**src/rtl/icache_refill_ctrl.sv**
```systemverilog
// Instruction cache miss sequencer: captures stage-2 misses, requests whole lines
// from memory, assembles 32-bit beats and drives the cache fill write port.
//
// state | meaning
// IDLE  | no miss outstanding, fill port quiet
// REQ   | line request presented to memory, waiting for ready
// RECV  | collecting LINE_SIZE response beats into the line buffer
// FILL  | fill write presented to cache, held until neither stall nor flush
`ifndef ADDR_WIDTH
`define ADDR_WIDTH 32
`endif

module icache_refill_ctrl #(
  parameter int LINE_SIZE  = 2,
  parameter int ADDR_WIDTH = `ADDR_WIDTH
) (
  input  logic                         clk,
  input  logic                         reset,
  input  logic [1:0]                   miss,
  input  logic [1:0][ADDR_WIDTH-1:0]   miss_addr,
  input  logic                         ext_stall,
  input  logic                         ext_flush,
  output logic                         mem_req_valid,
  input  logic                         mem_req_ready,
  output logic [ADDR_WIDTH-1:0]        mem_req_addr,
  input  logic                         mem_resp_valid,
  input  logic [31:0]                  mem_resp_data,
  output logic [ADDR_WIDTH-1:0]        fetch_addr,
  output logic                         fetch_addr_valid,
  output logic [32*LINE_SIZE-1:0]      fetched_data,
  output logic                         refill_busy
);

  localparam int OFS = 2 + $clog2(LINE_SIZE);
  localparam int CW  = (LINE_SIZE > 1) ? $clog2(LINE_SIZE) : 1;
  localparam int LW  = 32 * LINE_SIZE;
  localparam logic [CW-1:0] LAST_BEAT = CW'(LINE_SIZE - 1);

  typedef enum logic [1:0] {
    IDLE = 2'd0,
    REQ  = 2'd1,
    RECV = 2'd2,
    FILL = 2'd3
  } state_t;

  state_t                  state_q, state_d;
  logic [ADDR_WIDTH-1:0]   cur_line_q, cur_line_d;
  logic                    pend_valid_q, pend_valid_d;
  logic [ADDR_WIDTH-1:0]   pend_line_q, pend_line_d;
  logic [CW-1:0]           cnt_q, cnt_d;
  logic [LW-1:0]           line_buf_q, line_buf_d;

  logic [ADDR_WIDTH-1:0]   line0, line1;
  logic                    cap_valid;
  logic [ADDR_WIDTH-1:0]   cap_line;
  logic                    cap_taken;
  logic                    fill_load;

  function automatic logic [ADDR_WIDTH-1:0] line_of(input logic [ADDR_WIDTH-1:0] a);
    line_of = {a[ADDR_WIDTH-1:OFS], {OFS{1'b0}}};
  endfunction

  assign line0 = line_of(miss_addr[0]);
  assign line1 = line_of(miss_addr[1]);

  // A miss arriving while busy can only take an empty slot, and never for the line in flight.
  always_comb begin
    cap_valid = 1'b0;
    cap_line  = line0;
    if (state_q != IDLE && !ext_flush && !pend_valid_q) begin
      if (miss[0] && line0 != cur_line_q) begin
        cap_valid = 1'b1;
        cap_line  = line0;
      end else if (miss[1] && line1 != cur_line_q) begin
        cap_valid = 1'b1;
        cap_line  = line1;
      end
    end
  end

  always_comb begin
    state_d      = state_q;
    cur_line_d   = cur_line_q;
    pend_valid_d = pend_valid_q;
    pend_line_d  = pend_line_q;
    cnt_d        = cnt_q;
    line_buf_d   = line_buf_q;
    cap_taken    = 1'b0;

    case (state_q)
      IDLE: begin
        if ((|miss) && !ext_flush) begin
          state_d    = REQ;
          cur_line_d = miss[0] ? line0 : line1;
          if (miss[0] && miss[1] && line0 != line1) begin
            pend_valid_d = 1'b1;
            pend_line_d  = line1;
          end
        end
      end
      REQ: begin
        if (mem_req_ready) begin
          state_d = RECV;
          cnt_d   = '0;
        end
      end
      RECV: begin
        if (mem_resp_valid) begin
          line_buf_d[{cnt_q, 5'd0} +: 32] = mem_resp_data;
          if (cnt_q == LAST_BEAT) begin
            state_d = FILL;
          end else begin
            cnt_d = cnt_q + 1'b1;
          end
        end
      end
      FILL: begin
        if (!ext_stall && !ext_flush) begin
          if (pend_valid_q) begin
            state_d      = REQ;
            cur_line_d   = pend_line_q;
            pend_valid_d = 1'b0;
          end else if (cap_valid) begin
            // Slot was empty on the accept cycle: go straight to the new line.
            state_d    = REQ;
            cur_line_d = cap_line;
            cap_taken  = 1'b1;
          end else begin
            state_d = IDLE;
          end
        end
      end
      default: state_d = IDLE;
    endcase

    if (state_q != IDLE) begin
      if (ext_flush) begin
        pend_valid_d = 1'b0;
      end else if (cap_valid && !cap_taken) begin
        pend_valid_d = 1'b1;
        pend_line_d  = cap_line;
      end
    end
  end

  assign fill_load = (state_q == RECV) && (state_d == FILL);

  always_ff @(posedge clk or negedge reset) begin
    if (!reset) begin
      state_q      <= IDLE;
      cur_line_q   <= '0;
      pend_valid_q <= 1'b0;
      pend_line_q  <= '0;
      cnt_q        <= '0;
      line_buf_q   <= '0;
    end else begin
      state_q      <= state_d;
      cur_line_q   <= cur_line_d;
      pend_valid_q <= pend_valid_d;
      pend_line_q  <= pend_line_d;
      cnt_q        <= cnt_d;
      line_buf_q   <= line_buf_d;
    end
  end

  // Outputs are flops loaded from next-state values so nothing from the inputs leaks through.
  always_ff @(posedge clk or negedge reset) begin
    if (!reset) begin
      mem_req_valid    <= 1'b0;
      mem_req_addr     <= '0;
      fetch_addr       <= '0;
      fetch_addr_valid <= 1'b0;
      fetched_data     <= '0;
      refill_busy      <= 1'b0;
    end else begin
      mem_req_valid    <= (state_d == REQ);
      fetch_addr_valid <= (state_d == FILL);
      refill_busy      <= (state_d != IDLE);
      if (state_d == REQ) begin
        mem_req_addr <= cur_line_d;
      end
      if (fill_load) begin
        fetch_addr   <= cur_line_q;
        fetched_data <= line_buf_d;
      end
    end
  end

endmodule

```
**config.mk**
```make
export PLATFORM = sky130hd
export DESIGN_NAME = icache_refill_ctrl
export DESIGN_NICKNAME = d
export VERILOG_FILES = /design/src/rtl/icache_refill_ctrl.sv
export SDC_FILE = /design/constraint.sdc
export NUM_CORES = 1
export LEC_CHECK = 0
export ABC_AREA = 1
export BUFFER_PORTS_ARGS = -buffer_cell sky130_fd_sc_hd__buf_2
export CAP_MARGIN = 10
export CORE_MARGIN = 1.5
export CORE_UTILIZATION = 57
export CTS_CLUSTER_SIZE = 8
export DETAILED_ROUTE_END_ITERATION = 12
export GPL_TIMING_DRIVEN = 0
export PLACE_DENSITY = 0.86
export SLEW_MARGIN = 20
export SYNTH_ARGS = -nofsm -noshare
export SYNTH_HDL_FRONTEND = slang
export SYNTH_SLANG_ARGS = --single-unit
```
**constraint.sdc**
```tcl
create_clock -name clk -period 2.6 [get_ports clk]
set_input_delay 0.13 -clock clk [delete_from_list [all_inputs] [get_ports clk]]
set_output_delay 0.13 -clock clk [all_outputs]
set_load 0.01 [all_outputs]
```
==> impl_metrics.csv <==
group,metric,value,unit
synthesis,avgSynthCellArea,7.322,sq um
timing,fin_hold_ws,-0.004912,ns
cts,cts.sinks,263,
critical_path,critPathKind,"flop to flop",
cells_and_area,ff_latch_area,0.006601,sq mm
placed_design,io_buffers,227,
floorplanning,dieHeight,160.1,microns
cts,clockBufferDepth,3,
timing,rsz0062_at_grt,"true",
cts,cts_tree,"done",
global_route,gr-total-overflow,0,
status,status,"complete, but fails checks",
placed_design,hpwl,34380,microns
critical_path,worstPathArrival,3.08,ns
floorplanning,core_area,0.02425,sq mm
critical_path,reg2reg_setup_slack,-0.02,ns
cells_and_area,layout-drive-gt1-share,18.46,%
global_route,antenna_found_initial,2,
detailed_routing,drt_wl_total,52280,microns
cts,cts_max_level,2,
job,cap_violations,0,
critical_path,worstPathRequired,3.05,ns
critical_path,cpMostUsedCell,"nand2_1",
cells_and_area,final_cells,2568,
critical_path,worstSetupStartpointType,"flop",
critical_path,path_delay_family,"simple AND/OR/NAND/NOR gates",
critical_path,crit_path_max_fanout,10,
synthesis,yosys_warnings,0,
timing,worst_pin_slew,0.9042,ns
timing,finalHoldViolCount,1,
worst_hold_path,hold_path_class,"input port to flop",
floorplanning,boundaryPins,235,
timing,min_period,2.625,ns
cts,tritoncts.num_buffers,38,
synthesis,netlist_instances,1922,
synthesis,synthDistinctLibCells,34,
cells_and_area,fin_area,0.01746,sq mm
cells_and_area,multiInputGateArea,0.006487,sq mm
global_route,first_global_vias,14540,
status,violations,"hold timing, setup timing",
critical_path,endpoint_kind,"flop",
global_route,grt_max_degree,96,
placed_design,dpl_cell_area,0.01568,sq mm
timing,min_period_over_period,101.0,%
timing,max-slew-margin-rel,39.72,%
cells_and_area,final_common_cell,"nand2_1",
cells_and_area,fin_util,72.00,%
critical_path,cpMaxStageDelayCell,"dfrtp_1",
cells_and_area,layout_common_cells,"nand2_1, dfrtp_1, buf_2",
synthesis,synth-main-ff-cell,"dfrtp_1",
global_route,grt_usage,40.44,%
detailed_routing,ant_nets,0,
synthesis,yosysSeqAreaShare,46.77,%
floorplanning,rows,57,
floorplanning,die_w,160.1,microns
cells_and_area,area_growth,24.06,%
detailed_routing,dr.pass1.iters,6,
timing,slew_viol_final,0,
detailed_routing,drt_iter0_drc,1883,
critical_path,crit_path_max_incr_delay,0.40,ns
synthesis,synth_area,0.01407,sq mm
critical_path,crit_chain,"inv_1 -> nand3_2 -> nor2_1 -> nand2_1 -> nor2_1 -> nand2_1 -> nor2_2 -> nor2_4 -> nand2_1 -> buf_4 -> nand2_1 -> o21ai_1 -> nand2_1 -> nand2_1 -> nand2_1 -> nand2_1 -> nand3_1 -> nand2_1",
detailed_routing,vias_per_cell,5.799,
timing,fmax,381.0,MHz
timing,setup_violations,1,
power_and_ir_drop,peakVddDrop,0.6556,mV
cells_and_area,nets,2349,
synthesis,synth-edff-count,0,
cts,clk_pin_slew,0.05,ns
detailed_routing,drc,0,
power_and_ir_drop,p_per_area,1206,mW/mm^2
placed_design,gp_congestion,1.032,
synthesis,synth-seq-cells,263,
cts,cts_root_buf,"clkbuf_16",
cells_and_area,fillers,1876,
detailed_routing,wl_per_cell,20.36,microns
synthesis,synth_nets,2030,
placed_design,dpl.cell_count,2475,
floorplanning,initial_core_util,58.03,%
timing,fin_ws,-0.02478,ns
power_and_ir_drop,total_leakage_power,9.532,nW
timing,fin_worst_skew,0.02975,ns
synthesis,async_flop_share,100.0,%
global_route,grt_first_pass_wirelength,79910,microns
critical_path,crit_buf_inv,2,
detailed_routing,vias,14890,
cts,insertion_delay,0.53,ns
floorplanning,die-area,0.02564,sq mm
## stage by stage
| stage | setup slack, ns | power [W] | hold slack (ns) | TNS, ns |
|---|---|---|---|---|
| CTS | 0.0008624 | 0.02053 | 0.001889 | 0 |
| global route | -0.04282 | 0.02227 | 0.02316 | -0.2685 |
| global placement | -3.294 | 0.01523 | 0.4215 | -934.67 |
| detailed placement | -0.7553 | 0.01554 | 0.1436 | -84.94 |
| finish | -0.02478 | 0.02106 | -0.004912 | -0.02478 |
| floorplan | 0.2401 | 0.01222 | -0.1656 | 0 |
## synth_stat cells (3+ instances only)
cell type	n	area share (%)
nand2_1	753	20
dfrtp_1	263	47
inv_1	178	4.7
o21ai_0	176	6.3
nand3_1	117	4.2
nor2_1	71	1.9
clkbuf_1	65	1.7
a21oi_1	34	1.2
o21ai_1	34	1.2
o21a_1	32	1.7
nand4_1	24	1.1
xnor2_1	23	1.4
a21boi_0	21	1.1
xor2_1	21	1.3
nand3b_1	17	0.91
buf_2	16	0.57
inv_2	12	0.32
o211ai_1	10	0.53
buf_4	9	0.48
a21boi_1	7	0.37
a31oi_1	5	0.22
buf_1	5	0.13
buf_6	5	0.40
nor3_1	5	0.18
nor4_1	5	0.22
ha_1	4	0.36
nor2_2	3	0.13
## area by class of cell
class,count,share of cell area (%)
Inverter,191,4.157
Antenna cell,1,0.01433
Clock inverter,2,0.1648
Multi-Input combinational cell,1368,37.16
Clock buffer,40,5.612
Sequential cell,263,37.81
Buffer,97,3.096
Tap cell,324,2.322
Timing Repair Buffer,282,9.661
## tightest hold or removal path, cell delays in order
cell and delay (ns):
buf_2 0.10, inv_1 0.09, o21ai_0 0.12
## sequential cells by signal, summed over array words and instances, names as in the netlist
name / cells
fetch_addr_valid: 1
line_buf_q: 64
fetched_data: 64
refill_busy: 1
cur_line_q: 32
pend_valid_q: 1
fetch_addr: 32
mem_req_addr: 32
mem_req_valid: 1
cnt_q: 1
state_q: 2
pend_line_q: 32
## worst paths after layout
path                                         startpoint  depth (start not counted)                            to
setup / recovery                cur_line_q[2]$_DFF_PN0_                         18  mem_req_addr[27]$_DFFE_PN0N_
hold / removal                         mem_resp_data[3]                          3      line_buf_q[35]$_DFF_PN0_
setup reg to reg                cur_line_q[2]$_DFF_PN0_                         18  mem_req_addr[27]$_DFFE_PN0N_
hold reg to reg            mem_req_addr[29]$_DFFE_PN0N_                          2  mem_req_addr[29]$_DFFE_PN0N_
max in group asynchronous                         reset                          3      cur_line_q[26]$_DFF_PN0_
min in group asynchronous                         reset                          2      line_buf_q[38]$_DFF_PN0_
## where the power goes
part / switching (W) / internal (W)
Combinational: 0.00627 / 0.00339
Sequential: 0.00114 / 0.00582
Clock: 0.00179 / 0.00265
Total: 0.00920 / 0.0119
## cells by family (layout without fill, tap and decap cells)
family                     after synthesis  after routing  synth area share, %
xor gates and xnor gates                44             44                2.739
DFF                                    263            263                46.77
other                                    0              1                    0
and+or+nand+nor                        998            998                28.85
adders and majority gates                4              4               0.3557
AOI/OAI and AO/OA                      322            322                12.87
buffers and inverters                  291            612                8.411
## layer usage
metal / vias to the layer above / global-route usage (%) / share of wire (%)
met4: 0 / 19.75 / 5.1
met5: - / 0 / 0
li1: 6722 / - / -
met2: 1007 / 65.47 / 46
met3: 221 / 9.766 / 11
met1: 6943 / 51.01 / 38
## what timing repair did
item,4_1_cts,5_1_grt
setup buffers,11,12
hold buffers,30,0
pin swaps,6,7
hold endpoints to repair,109,0
resized for setup,53,77
cloned,0,0
endpoints found under the setup margin,195,175
No activity file was read; power rests on OpenSTA's default activity.
